**src/rtl/quesadilla_mem_arbiter_if.sv**
```systemverilog
// Bus bundle between the IF/MEM requesters, the arbiter and the shared memory port.
interface quesadilla_mem_arbiter_if #(
  parameter int unsigned ADDR_W = 32,
  parameter int unsigned DATA_W = 32
);
  localparam int unsigned BE_W = DATA_W / 8;

  // IF stage requester
  logic              if_req;
  logic [ADDR_W-1:0] if_addr;
  logic [DATA_W-1:0] if_rdata;
  logic              if_done;
  logic              if_stall;

  // MEM stage requester
  logic              mem_req;
  logic              mem_we;
  logic [ADDR_W-1:0] mem_addr;
  logic [DATA_W-1:0] mem_wdata;
  logic [BE_W-1:0]   mem_be;
  logic [DATA_W-1:0] mem_rdata;
  logic              mem_done;
  logic              mem_stall;

  // Shared memory port
  logic              p_en;
  logic              p_we;
  logic [ADDR_W-1:0] p_addr;
  logic [DATA_W-1:0] p_wdata;
  logic [BE_W-1:0]   p_be;
  logic [DATA_W-1:0] p_rdata;

  // Arbiter side
  modport slave (
    input  if_req, if_addr, mem_req, mem_we, mem_addr, mem_wdata, mem_be, p_rdata,
    output if_rdata, if_done, if_stall, mem_rdata, mem_done, mem_stall,
    output p_en, p_we, p_addr, p_wdata, p_be
  );

  // Requester / memory side
  modport master (
    output if_req, if_addr, mem_req, mem_we, mem_addr, mem_wdata, mem_be, p_rdata,
    input  if_rdata, if_done, if_stall, mem_rdata, mem_done, mem_stall,
    input  p_en, p_we, p_addr, p_wdata, p_be
  );
endinterface

```
**src/rtl/quesadilla_mem_arbiter.sv**
```systemverilog
// Single-port memory arbiter: MEM-priority IF/MEM sharing with an IF starvation guard.
module quesadilla_mem_arbiter #(
  parameter int unsigned ADDR_W     = 32,
  parameter int unsigned DATA_W     = 32,
  parameter int unsigned MEM_LAT    = 2,
  parameter int unsigned STARVE_MAX = 4
) (
  input logic clk,
  input logic rst,
  quesadilla_mem_arbiter_if.slave bus
);
  localparam int unsigned BE_W  = DATA_W / 8;
  localparam int unsigned CNT_W = (MEM_LAT > 1) ? $clog2(MEM_LAT) : 1;
  localparam int unsigned STV_W = (STARVE_MAX > 0) ? $clog2(STARVE_MAX + 1) : 1;
  localparam logic [CNT_W-1:0] WAIT_LAST = CNT_W'(MEM_LAT - 1);
  localparam logic [STV_W-1:0] STV_SAT   = STV_W'(STARVE_MAX);

  typedef enum logic [1:0] {S_IDLE, S_ISSUE, S_WAIT, S_RESP} state_t;

  state_t            r_state;
  logic [CNT_W-1:0]  r_wait_cnt;
  logic [STV_W-1:0]  r_starve_cnt;
  logic              r_sel_if;
  logic              r_p_en;
  logic              r_p_we;
  logic [ADDR_W-1:0] r_p_addr;
  logic [DATA_W-1:0] r_p_wdata;
  logic [BE_W-1:0]   r_p_be;
  logic [DATA_W-1:0] r_if_rdata;
  logic [DATA_W-1:0] r_mem_rdata;
  logic              r_if_done;
  logic              r_mem_done;
  logic              w_if_wins;

  // IF wins only when MEM is absent or IF has waited through STARVE_MAX MEM grants
  assign w_if_wins = bus.if_req & (~bus.mem_req | (r_starve_cnt == STV_SAT));

  // Issue/wait/response sequencer; the latched p_* copy is the authoritative request
  always_ff @(posedge clk) begin
    if (rst) begin
      r_state      <= S_IDLE;
      r_wait_cnt   <= '0;
      r_starve_cnt <= '0;
      r_sel_if     <= 1'b0;
      r_p_en       <= 1'b0;
      r_p_we       <= 1'b0;
      r_p_addr     <= '0;
      r_p_wdata    <= '0;
      r_p_be       <= '0;
      r_if_rdata   <= '0;
      r_mem_rdata  <= '0;
      r_if_done    <= 1'b0;
      r_mem_done   <= 1'b0;
    end else begin
      r_p_en     <= 1'b0;
      r_if_done  <= 1'b0;
      r_mem_done <= 1'b0;
      case (r_state)
        S_IDLE: begin
          if (!bus.if_req) r_starve_cnt <= '0;
          if (w_if_wins) begin
            r_sel_if     <= 1'b1;
            r_p_we       <= 1'b0;
            r_p_addr     <= bus.if_addr;
            r_p_wdata    <= '0;
            r_p_be       <= '1;
            r_starve_cnt <= '0;
            r_p_en       <= 1'b1;
            r_state      <= S_ISSUE;
          end else if (bus.mem_req) begin
            r_sel_if  <= 1'b0;
            r_p_we    <= bus.mem_we;
            r_p_addr  <= bus.mem_addr;
            r_p_wdata <= bus.mem_wdata;
            r_p_be    <= bus.mem_be;
            r_p_en    <= 1'b1;
            r_state   <= S_ISSUE;
            // MEM can only beat a waiting IF below saturation, so no clamp needed
            if (bus.if_req) r_starve_cnt <= r_starve_cnt + STV_W'(1);
          end
        end
        S_ISSUE: begin
          r_wait_cnt <= '0;
          r_state    <= S_WAIT;
        end
        S_WAIT: begin
          if (r_wait_cnt == WAIT_LAST) begin
            if (!r_p_we) begin
              if (r_sel_if) r_if_rdata  <= bus.p_rdata;
              else          r_mem_rdata <= bus.p_rdata;
            end
            if (r_sel_if) r_if_done  <= 1'b1;
            else          r_mem_done <= 1'b1;
            r_state <= S_RESP;
          end else begin
            r_wait_cnt <= r_wait_cnt + CNT_W'(1);
          end
        end
        S_RESP:  r_state <= S_IDLE;
        default: r_state <= S_IDLE;
      endcase
    end
  end

  // Registered outputs; stalls are the only combinational paths
  assign bus.p_en      = r_p_en;
  assign bus.p_we      = r_p_we;
  assign bus.p_addr    = r_p_addr;
  assign bus.p_wdata   = r_p_wdata;
  assign bus.p_be      = r_p_be;
  assign bus.if_rdata  = r_if_rdata;
  assign bus.mem_rdata = r_mem_rdata;
  assign bus.if_done   = r_if_done;
  assign bus.mem_done  = r_mem_done;
  assign bus.if_stall  = bus.if_req & ~r_if_done;
  assign bus.mem_stall = bus.mem_req & ~r_mem_done;
endmodule

```
**src/flat_wrapper.sv**
```systemverilog
// flat-port wrapper written by rule: the top's interface ports become plain ports
module quesadilla_mem_arbiter_flat 
#(
  parameter int unsigned ADDR_W     = 32,
  parameter int unsigned DATA_W     = 32,
  parameter int unsigned MEM_LAT    = 2,
  parameter int unsigned STARVE_MAX = 4
)
  (clk, rst, bus_if_req, bus_if_addr, bus_mem_req, bus_mem_we, bus_mem_addr, bus_mem_wdata, bus_mem_be, bus_p_rdata, bus_if_rdata, bus_if_done, bus_if_stall, bus_mem_rdata, bus_mem_done, bus_mem_stall, bus_p_en, bus_p_we, bus_p_addr, bus_p_wdata, bus_p_be);
  quesadilla_mem_arbiter_if #(.ADDR_W(ADDR_W), .DATA_W(DATA_W)) bus_i ();
  input logic clk;
  input logic rst;
  input wire logic [$bits(bus_i.if_req)-1:0] bus_if_req;
  input wire logic [$bits(bus_i.if_addr)-1:0] bus_if_addr;
  input wire logic [$bits(bus_i.mem_req)-1:0] bus_mem_req;
  input wire logic [$bits(bus_i.mem_we)-1:0] bus_mem_we;
  input wire logic [$bits(bus_i.mem_addr)-1:0] bus_mem_addr;
  input wire logic [$bits(bus_i.mem_wdata)-1:0] bus_mem_wdata;
  input wire logic [$bits(bus_i.mem_be)-1:0] bus_mem_be;
  input wire logic [$bits(bus_i.p_rdata)-1:0] bus_p_rdata;
  output wire logic [$bits(bus_i.if_rdata)-1:0] bus_if_rdata;
  output wire logic [$bits(bus_i.if_done)-1:0] bus_if_done;
  output wire logic [$bits(bus_i.if_stall)-1:0] bus_if_stall;
  output wire logic [$bits(bus_i.mem_rdata)-1:0] bus_mem_rdata;
  output wire logic [$bits(bus_i.mem_done)-1:0] bus_mem_done;
  output wire logic [$bits(bus_i.mem_stall)-1:0] bus_mem_stall;
  output wire logic [$bits(bus_i.p_en)-1:0] bus_p_en;
  output wire logic [$bits(bus_i.p_we)-1:0] bus_p_we;
  output wire logic [$bits(bus_i.p_addr)-1:0] bus_p_addr;
  output wire logic [$bits(bus_i.p_wdata)-1:0] bus_p_wdata;
  output wire logic [$bits(bus_i.p_be)-1:0] bus_p_be;
  assign bus_i.if_req = bus_if_req;
  assign bus_i.if_addr = bus_if_addr;
  assign bus_i.mem_req = bus_mem_req;
  assign bus_i.mem_we = bus_mem_we;
  assign bus_i.mem_addr = bus_mem_addr;
  assign bus_i.mem_wdata = bus_mem_wdata;
  assign bus_i.mem_be = bus_mem_be;
  assign bus_i.p_rdata = bus_p_rdata;
  assign bus_if_rdata = bus_i.if_rdata;
  assign bus_if_done = bus_i.if_done;
  assign bus_if_stall = bus_i.if_stall;
  assign bus_mem_rdata = bus_i.mem_rdata;
  assign bus_mem_done = bus_i.mem_done;
  assign bus_mem_stall = bus_i.mem_stall;
  assign bus_p_en = bus_i.p_en;
  assign bus_p_we = bus_i.p_we;
  assign bus_p_addr = bus_i.p_addr;
  assign bus_p_wdata = bus_i.p_wdata;
  assign bus_p_be = bus_i.p_be;
  quesadilla_mem_arbiter #(.ADDR_W(ADDR_W), .DATA_W(DATA_W), .MEM_LAT(MEM_LAT), .STARVE_MAX(STARVE_MAX)) u_core (.clk(clk), .rst(rst), .bus(bus_i));
endmodule
```
**config.mk**
```make
export PLATFORM = sky130hd
export DESIGN_NAME = quesadilla_mem_arbiter_flat
export DESIGN_NICKNAME = d
export VERILOG_FILES = /design/src/rtl/quesadilla_mem_arbiter_if.sv /design/src/rtl/quesadilla_mem_arbiter.sv /design/src/flat_wrapper.sv
export SDC_FILE = /design/constraint.sdc
export NUM_CORES = 1
export LEC_CHECK = 0
export CAP_MARGIN = 20
export CORE_ASPECT_RATIO = 1.5
export CORE_MARGIN = 5
export CORE_UTILIZATION = 45
export CTS_BUF_LIST = sky130_fd_sc_hd__clkbuf_8
export DETAILED_ROUTE_END_ITERATION = 16
export DONT_BUFFER_PORTS = 1
export PLACE_DENSITY_LB_ADDON = 0.25
export SLEW_MARGIN = 20
export SYNTH_ARGS = -nofsm -noshare
export SYNTH_HDL_FRONTEND = slang
export SYNTH_SLANG_ARGS = --single-unit
```
**constraint.sdc**
```tcl
create_clock -name clk -period 1.9 [get_ports clk]
set_clock_uncertainty 0.05 [all_clocks]
set_input_delay 0.095 -clock clk [delete_from_list [all_inputs] [get_ports clk]]
set_output_delay 0.095 -clock clk [all_outputs]
set_load 0.005 [all_outputs]
```
# Word level (Yosys, flattened, before mapping)
# Cells that the tools add are included.
# totals
regBits,143
in_bits,137
wordCells,66
out_inout_bits,138
# op_classes
bitwise,12
n_eq_ne,6
n_reduce_logical,9
addsub,2
muxes,24
# ops
op,count
32-bit 2-to-1 mux,4
3-bit 2-to-1 mux,4
1-bit 2-to-1 mux,9
4-bit 2-to-1 mux,2
1-bit NOT,8
2-bit one-hot mux with 4 select lines,1
4-bit AND reduction,2
2-bit 2-to-1 mux,3
2-bit == test (second input constant),2
2-bit AND reduction,2
2-bit nonzero test,2
3-bit by 1-bit adder with 3-bit output (second input constant),1
1-bit AND,3
3-bit == test (second input constant),1
3-bit by 2-bit != test with 1-bit output (second input constant),1
3-bit OR reduction,1
2-bit by 1-bit == test with 1-bit output (second input constant),1
2-bit logical NOT,1
2-bit by 1-bit != test with 1-bit output (second input constant),1
1-bit one-hot mux with 2 select lines,1
2-bit OR reduction,1
1-bit adder (second input constant),1
1-bit bitwise OR,1

# Longest topological paths before layout
# depth
ltp_word,5
ltp_mapped,8
ltp_nobuf,5

# Worst setup path before layout
# Ideal clock, no wire load.
# synth_timing
path_kind,register to register
from,reg u_core.r_state[0]
to,reg u_core.r_state[1]
path_stages_with_launch,7
t_arrival_ns,1.396
path_buffers,1
slack_ns,0.383
setup_time_ns,0.070
period_less_slack_ns,1.517
t_required_ns,1.780
cell_sequence,dfxtp_1 -> inv_1 -> ha_1 -> buf_4 -> or3b_2 -> a21o_1 -> a21oi_1
# synth_between
elab_chain_cells,3
elab_cells_between_ends,8
classes_between,eq/ne: 5; mux: 1; reduce/logical: 2
# synth_lines
element,line_no,text
"start, declared",quesadilla_mem_arbiter.sv:20,state_t r_state;
"start signal, assigned",quesadilla_mem_arbiter.sv:41,r_state <= S_IDLE;
"start signal, assigned",quesadilla_mem_arbiter.sv:69,r_state <= S_ISSUE;
"start signal, assigned",quesadilla_mem_arbiter.sv:77,r_state <= S_ISSUE;
2-bit == test / 2-bit logical NOT (equally long branches),quesadilla_mem_arbiter.sv:58,case (r_state)
2-bit by 1-bit != test with 1-bit output (no source line) / 3-bit by 2-bit != test with 1-bit output (equally long branches),-,
2-bit AND reduction (no source line),-,
# Several ways; a longest one is shown, not always the timed one.
# A chain may end at the register's enable or synchronous reset.

# Final worst setup path
# layout_timing
from,reg u_core.r_state[0]
to,"reg u_core.r_if_done, in the netlist u_core.bus.if_done"
# layout_between
elab_chain_cells,3
# layout_lines
element,line_no,text
2-bit == test,quesadilla_mem_arbiter.sv:58,
1-bit NOT (no source line),-,
3-bit OR reduction (no source line),-,
"end signal, assigned",quesadilla_mem_arbiter.sv:52,r_if_done <= 1'b0;
"end signal, assigned",quesadilla_mem_arbiter.sv:56,r_if_done <= 1'b0;
"end signal, assigned",quesadilla_mem_arbiter.sv:92,if (r_sel_if) r_if_done <= 1'b1;
"end, declared",quesadilla_mem_arbiter.sv:31,logic r_if_done;
# Every way passes these cells.

==> impl_metrics.csv <==
group,metric,value,unit
detailed_routing,drt.antenna.violating_nets,0,
floorplan,dieHeight,147.0,µm
cells_and_area,drive_above_1_share,0.07612,
timing,slew_headroom,0.3933,
cells_and_area,finalCoreUtilization,0.4995,
synth,synth_top_flop_cell,"dfxtp_1",
hold_path,hold_end,"u_core.bus.p_addr[3]",
power_and_ir_drop,peakVddDrop,0.0005642,V
setup_path,path_cells,"inv_1, ha_1, nand2_1, nor3b_1, dlygate4sd3_1",
place,dpl_cell_area,5722,µm²
synth,synth_area_leader_cell,"dfxtp_1",
synth,synth-edff-count,0,
power_and_ir_drop,netSwitchingFraction,0.3183,
setup_path,regToRegEndpoint,"u_core.bus.if_done",
setup_path,crit_path_max_incr_delay,0.59,ns
setup_path,r2r_slack,0.16,ns
place,portBuffers,0,
job,cap_violations,0,
timing,finalHoldViolCount,140,
cells_and_area,fin_cells,826,
detailed_routing,drc,0,
synth,async_flop_share,0,
synth,yosys.cell_types.count,32,
hold_path,hold_class,"in2reg",
place,dp_hpwl,10.97,mm
setup_path,cp_top_family,"buffers and inverters",
timing,fin_crit_sh,0.9154,
setup_path,worstSetupPathType,"reg2reg",
setup_path,r2r_cells,5,
synth,synth_area_leaders,"dfxtp_1 51%, nand2_1 11%, a21oi_1 9.1%",
floorplan,rows,50,
detailed_routing,drt_iter0_markers,189,
timing,whs,-0.3178,ns
floorplan,die-area,14900,µm²
global_route,track_usage,0.2052,
floorplan,core,12390,µm²
timing,worst_pin_slew,0.9099,ns
timing,setup_violations,0,
detailed_routing,vias,4822,
clock_tree,clkSinkCount,143,
timing,setup_slack,0.1608,ns
setup_path,slowest_stage,"dlygate4sd3_1",
clock_tree,clk_pin_slew,0.09,ns
cells_and_area,syn_to_final_growth,9.840,%
synth,synth_fa_ha_area_frac,0.01111,
power_and_ir_drop,power.density,1245,nW/µm²
clock_tree,clock_latency,0.41,ns
power_and_ir_drop,p_comb_frac,0.198,
clock_tree,clock-root-buffer,"clkbuf_8",
clock_tree,clockBufferDepth,2,
timing,maxSlewViolCount,0,
setup_path,cp.arrival,2.04,ns
synth,yosysMostFrequentCell,"nand2_1",
global_route,grt_max_degree,144,
synth,synth-xor-area-share,0,
cells_and_area,fin_nets,799,
setup_path,critPathMaxFanout,8,
setup_path,rr_startpoint,"u_core.r_state[0]",
run_status,status,"complete, but fails checks",
detailed_routing,totalWireLength,16.16,mm
clock_tree,cts_setup_buffers,0,
synth,synth_compound_area_frac,0.2310,
setup_path,crit_buf_inv,2,
timing,fmax,0.5750,GHz
power_and_ir_drop,intPower,5.253,mW
global_route,antenna_found_initial,0,
place,place.gp.congestion,0.7644,
clock_tree,cts_max_level,4,
synth,synthCells,691,
clock_tree,cts_made_buffers,17,
clock_tree,cts_tree,"done",
global_route,first_global_vias,4678,
timing,final.setup.tns,0,ns
synth,syn-cell-area,5633,µm²
detailed_routing,viasPerCell,5.838,
synth,yosys_warnings,0,
floorplan,initial_utilization,0.4547,
setup_path,crit_required,2.20,ns
place,placed_cells,789,
floorplan,io_pins,275,
setup_path,cp-end-kind,"register",
synth,seq_area_frac_synth,0.5082,
power_and_ir_drop,p_leak,2.031,nW
synth,synth_simple_gate_area_frac,0.1886,
setup_path,start_kind,"register",
detailed_routing,wl_per_cell,19.57,µm
cells_and_area,n_antenna_cell,0,
timing,rsz0062_at_grt,"false",
power_and_ir_drop,pwr-share-clk,0.312,
global_route,grt_overflow,0,
hold_path,hold_depth,1,
clock_tree,hold_buffers,3,
synth,synth_mux_area_frac,0.001777,
power_and_ir_drop,seq_power_share,0.490,
synth,synth_seq_cells,143,
synth,synthTopCellsByCount,"163 x nand2_1, 143 x dfxtp_1, 102 x a21oi_1, 45 x nor2_1, 35 x clkbuf_1",
cells_and_area,design_area,6187,µm²
timing,fin_crit,1.739,ns
power_and_ir_drop,p_switching,2.452,mW
floorplan,fp.dieW,101.4,µm
global_route,grt_first_pass_wirelength,24.44,mm
run_status,violations,"hold timing",
synth,syn_area_per_cell,8.152,µm²
synth,synth_top_family_by_area,"compound AO/OA/AOI/OAI gates",
hold_path,hold_start,"rst",
detailed_routing,first_pass_iters,5,
place,preCtsSetupSlack,0.1616,ns
synth,synth_top_area_frac,0.5082,
synth,synth_fp_nets,833,
-- worst max path at each step --
stage	from	to	slack, ns	cells after the start
finish	u_core.r_state[0]	u_core.bus.if_done	0.16	5
floorplan	u_core.r_state[0]	u_core.r_state[1]	0.38	6
CTS	u_core.r_state[0]	u_core.bus.p_be[0]	0.15	6
detailed placement	u_core.r_state[0]	u_core.bus.p_be[0]	0.16	6
global placement	u_core.r_starve_cnt[0]	u_core.bus.p_addr[17]	0.29	6
global route	u_core.r_state[0]	u_core.bus.if_done	0.01	5
-- worst reg2reg max path: stages, from the launching register on --
cell	delay, ns
dfxtp_1	0.32
inv_1	0.10
ha_1	0.30
nand2_1	0.12
nor3b_1	0.21
dlygate4sd3_1	0.59
-- cell usage in the layout (no fill, tap or decap), drive strengths merged --
cell / count
a21boi: 1
o21ai: 34
nand4bb: 1
nor3b: 1
o21a: 1
a21o: 1
mux2i: 1
nor2b: 2
and4bb: 1
a21bo: 1
a32oi: 1
inv: 9
nand2b: 3
a21oi: 102
nand4b: 1
nand4: 1
buf: 11
nand3: 34
a211oi: 6
bufinv: 2
a311oi: 32
nand2: 163
o211ai: 34
ha: 5
nor2: 45
dfxtp: 143
and4b: 2
clkbuf: 20
dlygate4sd3: 3
or3b: 1
clkinvlp: 3
clkinv: 4
nor3: 1
-- logic make-up (layout without fill, tap and decap cells) --
group,count (synthesis),after routing
compound gates,212,213
mux,1,1
simple gates,256,256
flops,143,143
buf+inv,74,52
fa+ha+maj,5,5
-- state kept, by name, summed over array words and instances (netlist names) --
name / cells
u_core.r_starve_cnt: 3
u_core.bus.p_en: 1
u_core.bus.mem_rdata: 32
u_core.r_wait_cnt: 1
u_core.bus.p_addr: 32
u_core.bus.if_rdata: 32
u_core.bus.p_wdata: 32
u_core.bus.p_we: 1
u_core.r_state: 2
u_core.bus.if_done: 1
u_core.bus.p_be: 4
u_core.r_sel_if: 1
u_core.bus.mem_done: 1
-- layer usage --
layer  vias up  GRT usage  part of all wire
li1       2329          -                 -
met1      2242     0.2190              0.34
met2       225     0.3522              0.52
met3        26    0.08694              0.11
met4         0    0.08051             0.025
met5         -          0                 0
-- power groups by stage --
stage          Combinational (mW)  Clock (mW)  Sequential [mW]
2_1_floorplan                1.23           0             3.72
6_report                     1.53        2.41             3.77
3_3_place_gp                 1.41           0             3.84
5_1_grt                      1.72        2.60             3.82
4_1_cts                      1.50        2.49             3.78
3_5_place_dp                 1.49           0             3.85
-- final cells by class --
class	instances	area, µm²
Multi-Input combinational cell	475	2471
Clock inverter	13	138.9
Sequential cell	143	2864
Timing Repair Buffer	15	237.7
Clock buffer	19	261.5
Tap cell	156	195.2
Inverter	5	18.77
Fill cell	1185	6200
-- per-stage QoR --
stage	hold slack, ns	power [mW]
after floorplan	0.1810	4.949
final	-0.3178	7.705
after global placement	0.1302	5.256
after CTS	-0.3532	7.768
after detailed placement	0.1318	5.339
after global routing	-0.3608	8.144
-- repair_timing --
item                                    CTS  global route
gates resized for setup                   0             1
endpoints found under the setup margin    0             2
endpoints found under the hold margin   143           140
Note: power is estimated with default switching activity, not from simulation.
